[config.mk]
export PLATFORM = sky130hd
export DESIGN_NAME = primitive_sequencer_flat
export DESIGN_NICKNAME = d
export VERILOG_FILES = /design/src/rtl/primitive_sequencer_pkg.sv /design/src/rtl/primitive_sequencer_if.sv /design/src/rtl/primitive_sequencer.sv /design/src/flat_wrapper.sv
export SDC_FILE = /design/constraint.sdc
export NUM_CORES = 1
export LEC_CHECK = 0
export BUFFER_PORTS_ARGS = -buffer_cell sky130_fd_sc_hd__buf_2
export CORE_MARGIN = 1
export CORE_UTILIZATION = 35
export CTS_CLUSTER_SIZE = 16
export DETAILED_ROUTE_END_ITERATION = 12
export GPL_ROUTABILITY_DRIVEN = 0
export PLACE_DENSITY = 0.6
export SYNTH_ARGS = -nofsm -noshare
export SYNTH_HDL_FRONTEND = slang
export SYNTH_SLANG_ARGS = --single-unit
[constraint.sdc]
create_clock -name clk -period 13.15 [get_ports clk]
set_input_delay 0.6575 -clock clk [delete_from_list [all_inputs] [get_ports clk]]
set_output_delay 0.6575 -clock clk [all_outputs]
set_load 0.005 [all_outputs]
[src/rtl/primitive_sequencer_pkg.sv]
// Shared opcodes, topology modes and FSM encoding for the triangle-assembly front end.
// Pure declarations: no latency, no backpressure.
package mch3d_pkg;

    localparam logic [1:0] OP_SET_CMD = 2'b00;
    localparam logic [1:0] OP_BEGIN   = 2'b01;
    localparam logic [1:0] OP_END     = 2'b10;

    localparam logic [1:0] MODE_LIST  = 2'd0;
    localparam logic [1:0] MODE_STRIP = 2'd1;
    localparam logic [1:0] MODE_FAN   = 2'd2;

    localparam int VTX_BYTES = 5;

    typedef enum logic [2:0] {
        ST_IDLE,
        ST_CMD,
        ST_COUNT,
        ST_VTX,
        ST_EMIT
    } state_t;

    typedef struct packed {
        logic       due;
        logic [1:0] a;
        logic [1:0] b;
        logic [1:0] c;
    } emit_t;

endpackage

[src/rtl/primitive_sequencer_if.sv]
// Host byte stream, vertex-slot write port and triangle request bundle.
// master = host/assembler side, slave = sequencer.
interface primitive_sequencer_if;
    logic [7:0] in_data;
    logic       in_valid;
    logic       in_ready;
    logic       busy;
    logic [1:0] v_sel;
    logic [2:0] v_addr;
    logic [7:0] v_data;
    logic       v_we;
    logic [7:0] command;
    logic [1:0] va_sel;
    logic [1:0] vb_sel;
    logic [1:0] vc_sel;
    logic       write;
    logic       vertices_full;

    modport master (
        output in_data, in_valid, vertices_full,
        input  in_ready, busy, v_sel, v_addr, v_data, v_we,
               command, va_sel, vb_sel, vc_sel, write
    );

    modport slave (
        input  in_data, in_valid, vertices_full,
        output in_ready, busy, v_sel, v_addr, v_data, v_we,
               command, va_sel, vb_sel, vc_sel, write
    );
endinterface

[src/rtl/primitive_sequencer.sv]
// Parses command/header/vertex bytes, writes vertex slots one cycle after each byte, requests triangles.
// Triangle request one idle cycle after the final vertex byte; input stalls in EMIT until write fires (write held off by vertices_full).
module primitive_sequencer
    import mch3d_pkg::*;
(
    input  logic                clk,
    input  logic                rst_n,
    primitive_sequencer_if.slave bus
);

    function automatic logic [1:0] slot_of(input logic [1:0] m, input logic [7:0] idx);
        if (m == MODE_FAN)
            return (idx == 8'd0) ? 2'd0 : 2'd1 + 2'((idx - 8'd1) % 8'd3);
        return idx[1:0];
    endfunction

    function automatic emit_t emit_of(input logic [1:0] m, input logic [7:0] idx);
        emit_t e;
        e.due = 1'b0;
        e.a   = slot_of(m, idx - 8'd2);
        e.b   = slot_of(m, idx - 8'd1);
        e.c   = slot_of(m, idx);
        case (m)
            MODE_LIST:  e.due = ((idx % 8'd3) == 8'd2);
            MODE_STRIP: begin
                e.due = (idx >= 8'd2);
                // Odd strip triangles swap the first two corners to keep winding consistent.
                if (idx[0]) begin
                    e.a = slot_of(m, idx - 8'd1);
                    e.b = slot_of(m, idx - 8'd2);
                end
            end
            MODE_FAN: begin
                e.due = (idx >= 8'd2);
                e.a   = 2'd0;
            end
            default: e.due = 1'b0;
        endcase
        return e;
    endfunction

    state_t     state;
    logic [1:0] mode;
    logic [7:0] count;
    logic [7:0] k;
    logic [2:0] b;
    logic       emit_arm;
    logic [7:0] command_q;
    logic [1:0] v_sel_q, va_q, vb_q, vc_q;
    logic [2:0] v_addr_q;
    logic [7:0] v_data_q;
    logic       v_we_q;

    logic  in_ready_w;
    logic  accept;
    logic  write_w;
    logic  last_vtx;
    logic  more_vtx;
    emit_t emit_now;

    assign in_ready_w = (state != ST_EMIT);
    assign accept     = bus.in_valid & in_ready_w;
    // emit_arm stays low for the cycle the final slot byte is being written.
    assign write_w    = (state == ST_EMIT) & emit_arm & ~bus.vertices_full;
    assign last_vtx   = (({1'b0, k} + 9'd1) == {1'b0, count});
    assign more_vtx   = (({1'b0, k} + 9'd1) <  {1'b0, count});
    assign emit_now   = emit_of(mode, k);

    always_ff @(posedge clk or negedge rst_n) begin
        if (!rst_n) begin
            state     <= ST_IDLE;
            mode      <= MODE_LIST;
            count     <= 8'd0;
            k         <= 8'd0;
            b         <= 3'd0;
            emit_arm  <= 1'b0;
            command_q <= 8'd0;
            v_sel_q   <= 2'd0;
            v_addr_q  <= 3'd0;
            v_data_q  <= 8'd0;
            v_we_q    <= 1'b0;
            va_q      <= 2'd0;
            vb_q      <= 2'd0;
            vc_q      <= 2'd0;
        end else begin
            v_we_q <= 1'b0;
            case (state)
                ST_IDLE: begin
                    if (accept) begin
                        case (bus.in_data[7:6])
                            OP_SET_CMD: state <= ST_CMD;
                            OP_BEGIN: begin
                                if (bus.in_data[1:0] != 2'd3) begin
                                    mode  <= bus.in_data[1:0];
                                    state <= ST_COUNT;
                                end
                            end
                            default: state <= ST_IDLE;
                        endcase
                    end
                end
                ST_CMD: begin
                    if (accept) begin
                        command_q <= bus.in_data;
                        state     <= ST_IDLE;
                    end
                end
                ST_COUNT: begin
                    if (accept) begin
                        count <= bus.in_data;
                        k     <= 8'd0;
                        b     <= 3'd0;
                        state <= (bus.in_data == 8'd0) ? ST_IDLE : ST_VTX;
                    end
                end
                ST_VTX: begin
                    if (accept) begin
                        v_we_q   <= 1'b1;
                        v_data_q <= bus.in_data;
                        v_addr_q <= b;
                        v_sel_q  <= slot_of(mode, k);
                        if (b == 3'(VTX_BYTES - 1)) begin
                            if (emit_now.due) begin
                                va_q     <= emit_now.a;
                                vb_q     <= emit_now.b;
                                vc_q     <= emit_now.c;
                                emit_arm <= 1'b0;
                                state    <= ST_EMIT;
                            end else if (last_vtx) begin
                                state <= ST_IDLE;
                            end else begin
                                k <= k + 8'd1;
                                b <= 3'd0;
                            end
                        end else begin
                            b <= b + 3'd1;
                        end
                    end
                end
                ST_EMIT: begin
                    emit_arm <= 1'b1;
                    if (write_w) begin
                        if (more_vtx) begin
                            k     <= k + 8'd1;
                            b     <= 3'd0;
                            state <= ST_VTX;
                        end else begin
                            state <= ST_IDLE;
                        end
                    end
                end
                default: state <= ST_IDLE;
            endcase
        end
    end

    assign bus.in_ready = in_ready_w;
    assign bus.busy     = (state != ST_IDLE);
    assign bus.write    = write_w;
    assign bus.command  = command_q;
    assign bus.v_sel    = v_sel_q;
    assign bus.v_addr   = v_addr_q;
    assign bus.v_data   = v_data_q;
    assign bus.v_we     = v_we_q;
    assign bus.va_sel   = va_q;
    assign bus.vb_sel   = vb_q;
    assign bus.vc_sel   = vc_q;

endmodule
[src/flat_wrapper.sv]
// flat-port wrapper written by rule: the top's interface ports become plain ports
module primitive_sequencer_flat import mch3d_pkg::*;
  (clk, rst_n, bus_in_data, bus_in_valid, bus_vertices_full, bus_in_ready, bus_busy, bus_v_sel, bus_v_addr, bus_v_data, bus_v_we, bus_command, bus_va_sel, bus_vb_sel, bus_vc_sel, bus_write);
  primitive_sequencer_if bus_i ();
  input  logic clk;
  input  logic rst_n;
  input wire logic [$bits(bus_i.in_data)-1:0] bus_in_data;
  input wire logic [$bits(bus_i.in_valid)-1:0] bus_in_valid;
  input wire logic [$bits(bus_i.vertices_full)-1:0] bus_vertices_full;
  output wire logic [$bits(bus_i.in_ready)-1:0] bus_in_ready;
  output wire logic [$bits(bus_i.busy)-1:0] bus_busy;
  output wire logic [$bits(bus_i.v_sel)-1:0] bus_v_sel;
  output wire logic [$bits(bus_i.v_addr)-1:0] bus_v_addr;
  output wire logic [$bits(bus_i.v_data)-1:0] bus_v_data;
  output wire logic [$bits(bus_i.v_we)-1:0] bus_v_we;
  output wire logic [$bits(bus_i.command)-1:0] bus_command;
  output wire logic [$bits(bus_i.va_sel)-1:0] bus_va_sel;
  output wire logic [$bits(bus_i.vb_sel)-1:0] bus_vb_sel;
  output wire logic [$bits(bus_i.vc_sel)-1:0] bus_vc_sel;
  output wire logic [$bits(bus_i.write)-1:0] bus_write;
  assign bus_i.in_data = bus_in_data;
  assign bus_i.in_valid = bus_in_valid;
  assign bus_i.vertices_full = bus_vertices_full;
  assign bus_in_ready = bus_i.in_ready;
  assign bus_busy = bus_i.busy;
  assign bus_v_sel = bus_i.v_sel;
  assign bus_v_addr = bus_i.v_addr;
  assign bus_v_data = bus_i.v_data;
  assign bus_v_we = bus_i.v_we;
  assign bus_command = bus_i.command;
  assign bus_va_sel = bus_i.va_sel;
  assign bus_vb_sel = bus_i.vb_sel;
  assign bus_vc_sel = bus_i.vc_sel;
  assign bus_write = bus_i.write;
  primitive_sequencer u_core (.clk(clk), .rst_n(rst_n), .bus(bus_i));
endmodule
Yosys cells after proc, flatten, opt, wreduce, memory -nomap -nowiden
Cells that the tools add are included.
{ "word_totals": {"register_bits": 53, "input_bits": 12, "out_inout_bits": 31, "elab_cells": 135} }
{ "classes": {"add_sub_neg": 10, "div_mod_pow": 4, "magnitude_cmp": 2, "eq_ne": 26, "mux": 55, "bitwise_logic": 4, "n_reduce_logical": 20} }
{ "op_table": {"columns": ["cell", "count"], "rows": [
  ["$mux 8", 7],
  ["$mux 3", 15],
  ["$logic_not 8->1", 4],
  ["$mod 8x2->8 const B", 4],
  ["$mux 2", 15],
  ["$pmux 8 s3", 1],
  ["$sub 8x1->8 const B", 3],
  ["$reduce_and 8->1", 2],
  ["$pmux 3 s5", 1],
  ["$ne 2x1->1 const B", 7],
  ["$reduce_and 4->1", 3],
  ["$mux 1", 10],
  ["$add 8x1->9 const B", 1],
  ["$eq 9x8->1", 1],
  ["$lt 9x8->1", 1],
  ["$ne 3x3->1 const B", 3],
  ["$pmux 3 s3", 1],
  ["$add 8x1->8 const B", 1],
  ["$eq 8x2->1 const B", 1],
  ["$ge 8x2->1 const B", 1],
  ["$ne 2x2->1 const B", 4],
  ["$sub 8x2->8 const B", 1],
  ["$reduce_and 7->1", 1],
  ["$add 1x2->2 const A", 3],
  ["other kinds (20)", 30]
]} }

Longest topological paths before layout
{ "logic_depth": {"depth_word": 9, "ltp_mapped": 29, "depth_no_buf": 24} }

Worst setup path before layout
OpenSTA, ideal clock, no wires.
{ "synth_timing": {"path_kind": "reg2reg", "from": "register u_core.k[0]", "to": "register u_core.va_q[1] (netlist: u_core.bus.va_sel[1])", "setup_ns": 0.142, "arrival_time_ns": 5.908, "required_ns": 13.008, "setup_slack_ns": 7.101, "path_stages_with_launch": 26, "path_buffers": 4, "synth_period_minus_slack_ns": 6.049, "path_cell_list": "dfrtp_1 buf_2 clkbuf_1 buf_1 inv_1 ha_1 xor2_1 o21bai_1 xnor2_1 or3_1 o21ai_0 o31ai_1 a221oi_1 or4_1 clkbuf_1 ha_1 o21bai_1 or4_4 a21o_1 xnor2_1 ha_1 a21o_1 nor4_1 nor4_1 a311oi_1 a32oi_1"} }
{ "synth_via": {"elab_chain_len": 9, "word_cells_on_any_way": 23, "classes_between": "add/sub: 6; div: 3; order compare: 1; eq/ne: 1; mux: 9; reduce/logical: 3"} }
{ "synth_lines": {"columns": ["element", "line_no", "text"], "rows": [
  ["from (decl)", "primitive_sequencer.sv:45", "logic [7:0] k;"],
  ["from (signal assigned)", "primitive_sequencer.sv:132", "k <= k + 8'd1;"],
  ["from (signal assigned)", "primitive_sequencer.sv:144", "k <= k + 8'd1;"],
  ["$sub 8x2->8 or $sub 8x1->8 (tied branches)", "primitive_sequencer.sv:20, primitive_sequencer.sv:29", null],
  ["$sub 8x1->8", "primitive_sequencer.sv:13", "return (idx == 8'd0) ? 2'd0 : 2'd1 + 2'((idx - 8'd1) % 8'd3);"],
  ["$mod 8x2->8", "primitive_sequencer.sv:13", null],
  ["$add 1x2->2", "primitive_sequencer.sv:13", null],
  ["$mux 2", "primitive_sequencer.sv:13", null],
  ["$mux 2", "primitive_sequencer.sv:12", "if (m == MODE_FAN)"],
  ["$mux 2", "primitive_sequencer.sv:14", "return idx[1:0];"],
  ["$mux 4", "primitive_sequencer.sv:28", "if (idx[0]) begin"],
  ["$pmux 2 s2", "primitive_sequencer.sv:23", "case (m)"],
  ["to (signal assigned)", "primitive_sequencer.sv:124", "va_q <= emit_now.a;"],
  ["to (decl)", "primitive_sequencer.sv:49", "logic [1:0] v_sel_q, va_q, vb_q, vc_q;"]
]} }
Parallel ways exist; a longest one is shown, timed or not. The select of a mux whose other input is x is not followed.
A chain may end at the register's enable or synchronous reset.

Worst setup path in the final report
{ "layout_timing": {"from": "register u_core.k[1]", "to": "register u_core.va_q[1] (netlist: u_core.bus.va_sel[1])"} }
Same word-level chain as after synthesis.

==> metrics.yaml <==
setup_path:
  crit_path_start_kind: "register"
  worstPathRequired_ns: 13.36
  critPathKind: "reg2reg"
  crit_fanout: 19
  end_kind: "register"
  crit_arrival_ns: 7.87
cells_and_area:
  regArea_um2: 1326
  nets: 899
  fin_util_pct: 38.60
  drive_gt1_share_pct: 12.44
  area_growth_syn_to_layout_pct: 7.709
  postLayoutCellArea_um2: 6958
  multiInputGateArea_um2: 4738
  fillers: 1914
  diodes: 0
clock_tree:
  cts_buffer_depth: 2
  cts_resized: 0
  cts_tree: "done"
  root_buffer: "clkbuf_16"
  path_clk_slew_ns: 0.07
  htree_levels: 2
  cts_sinks: 53
  holdBufCountCts: 0
  cts_setup_buffers: 0
  cts_inserted_buffers: 5
  clock_latency_ns: 0.29
placed_design:
  post_dp_cell_area_um2: 6783
  io_buffers: 42
  place_hpwl_um: 13160
synth:
  synthesis.nets: 888
  ys_seq_area_share_pct: 20.53
  synth_ff_type: "dfrtp_1"
  netlist_instances: 840
  synth-edff-count: 0
  synthesis.area_um2: 6460
  yosysMostFrequentCell: "nand2_1"
  synth_top_area_share_pct: 20.53
  yosys.area.top_type: "dfrtp_1"
  synthTopCellsByArea: "dfrtp_1, ha_1, nand2_1"
  ys_types: 96
  synthTopCellsByCount: "nand2_1, nor2_1, dfrtp_1"
  async_flop_share_pct: 100.0
  yosys_warnings: 0
  ys_ff_latch: 53
  syn_area_per_cell_um2: 7.690
global_route:
  grt_pass1_vias: 5879
  grt_max_degree: 54
  grt_overflow: 0
  antenna_found_initial: 0
  grt_pass1_wl_um: 29720
  grt_use_total_pct: 19.11
drt:
  drc: 0
  routedWlPerCell_um: 16.47
  vias_per_cell: 5.951
  first_pass_iters: 5
  vias: 6433
  finalWirelength_um: 17810
  drt_iter0_drc: 397
  ant_nets: 0
timing:
  slew_headroom_pct: 24.14
  maxSlewViolCount: 0
  worstMarginPinSlew_ns: 1.130
  rsz0062_at_grt: "false"
  min_period_over_period_pct: 58.24
  clock_skew_ns: 0.01111
  clock.fmax_ghz: 0.1306
  setup_viol: 0
  hold_violations: 0
  fin_tns_setup_ns: 0
  fin_crit_ns: 7.658
floorplanning:
  core_area_um2: 18020
  fp.dieArea_um2: 19000
  die_w_um: 137.9
  fp.dieH_um: 137.9
  initial_core_util_pct: 35.84
  num_io_pins: 43
  rows: 49
power_and_ir_drop:
  power_density_nw_per_um2: 252.5
  power.switching_uw: 919.6
  intPower_uw: 837.2
  p_leak_uw: 0.002951
  seq_power_share_pct: 14.1
  switching_share_pct: 52.35
  clockPowerShare_pct: 9.0
  comb_power_share_pct: 77.0
  vdd_ir_drop_max_mv: 0.1902
status:
  status: "completed"
worst_hold_path:
  min_path_type: "reg2reg"
run:
  drv_cap: 0
==> metal layers <==
metal / vias up / wire length (µm) / global-route usage [%]
met5: - / 0 / 0
met4: 0 / 257 / 4.227
met3: 18 / 665 / 1.645
met2: 172 / 8519 / 32.39
met1: 3107 / 8366 / 26.20
li1: 3136 / - / -
==> kinds of logic (layout without fill, tap and decap cells) <==
group	count (synthesis)	count (layout)	share of synthesized area, %
and+or+nand+nor	355	355	28.59
AOI/OAI and AO/OA	234	234	25.86
buffers and inverters	87	99	6.120
DFF	53	53	20.53
xor gates and xnor gates	49	49	7.515
adders and majority gates	37	37	7.128
muxes	25	25	4.261
==> critical path, cell delays in order, from the launching register on <==
cell and delay [ns]:
dfrtp_1 0.77, clkinv_1 0.58, ha_1 0.54, and2b_1 0.28, xnor2_1 0.89, o21ai_0 0.36
nand2_1 0.38, nor2_1 0.14, a32oi_1 0.31, nor2_1 0.06, or4_1 0.60, ha_1 0.38
o21bai_1 0.21, or4_4 0.46, a21o_1 0.20, xnor2_1 0.13, ha_1 0.20, a21o_1 0.19
a21oi_1 0.15, a31oi_2 0.14, nor4_1 0.35, a311oi_1 0.08, a32oi_1 0.19
==> state kept, by name, summed over array words and instances (netlist names) <==
signal	flops
u_core.mode	2
u_core.k	8
u_core.bus.vc_sel	2
u_core.emit_arm	1
u_core.bus.v_data	8
u_core.bus.v_we	1
u_core.bus.va_sel	2
u_core.bus.vb_sel	2
u_core.bus.v_sel	2
u_core.bus.command	8
u_core.b	3
u_core.state	3
u_core.count	8
u_core.bus.v_addr	3
==> cell type report <==
type	instances	area share [%]
Multi-Input combinational cell	700	68.10
Sequential cell	53	19.06
Tap cell	229	4.118
Timing Repair Buffer	52	4.100
Inverter	39	2.104
Clock buffer	5	1.798
Clock inverter	3	0.7193
==> power groups by stage <==
stage	Clock (µW)	Combinational, µW	Sequential (µW)
detailed placement	0	1330	249
global placement	0	1320	248
global route	166	1500	254
finish	157	1350	247
floorplan	0	1040	246
CTS	161	1330	247
==> worst paths after layout <==
path	startpoint	end	slack, ns	depth (start not counted)
worst max-delay path	u_core.k[1]$_DFFE_PN0P_	u_core.bus.va_sel[1]$_DFFE_PN0P_	5.49	22
worst min-delay path	u_core.bus.v_data[5]$_DFFE_PN0P_	u_core.bus.v_data[5]$_DFFE_PN0P_	0.48	2
worst max register to register	u_core.k[1]$_DFFE_PN0P_	u_core.bus.va_sel[1]$_DFFE_PN0P_	5.49	22
worst min register to register	u_core.bus.v_data[5]$_DFFE_PN0P_	u_core.bus.v_data[5]$_DFFE_PN0P_	0.48	2
max in group asynchronous	rst_n	u_core.bus.va_sel[1]$_DFFE_PN0P_	12.21	2
min in group asynchronous	rst_n	u_core.bus.v_data[7]$_DFFE_PN0P_	0.49	2
==> stage by stage <==
| step | instances | power [µW] | hold WS (ns) | worst slack, ns |
|---|---|---|---|---|
| after CTS | 1081 | 1743 | 0.4753 | 5.558 |
| after global placement | 1073 | 1573 | 0.4542 | 5.836 |
| final | 1081 | 1757 | 0.4763 | 5.492 |
| after floorplan | 840 | 1289 | 0.3619 | 7.101 |
| after detailed placement | 1073 | 1575 | 0.4567 | 5.566 |
| after global routing | 1081 | 1917 | 0.4884 | 4.832 |
==> cell usage in the layout (no fill, tap or decap), types with 11 or more instances in the layout <==
cell type / n
nor2b_1: 13
nor4_1: 16
inv_1: 34
o31ai_1: 13
a21oi_1: 32
nand2_1: 105
nand4_1: 17
a211oi_1: 11
o21ai_0: 48
ha_1: 36
o211ai_1: 21
mux2_2: 16
a31oi_1: 12
xnor2_1: 34
nor2_1: 71
buf_2: 42
nor3_1: 29
dfrtp_1: 53
nand3_1: 24
No activity file was read; power rests on OpenSTA's default activity.
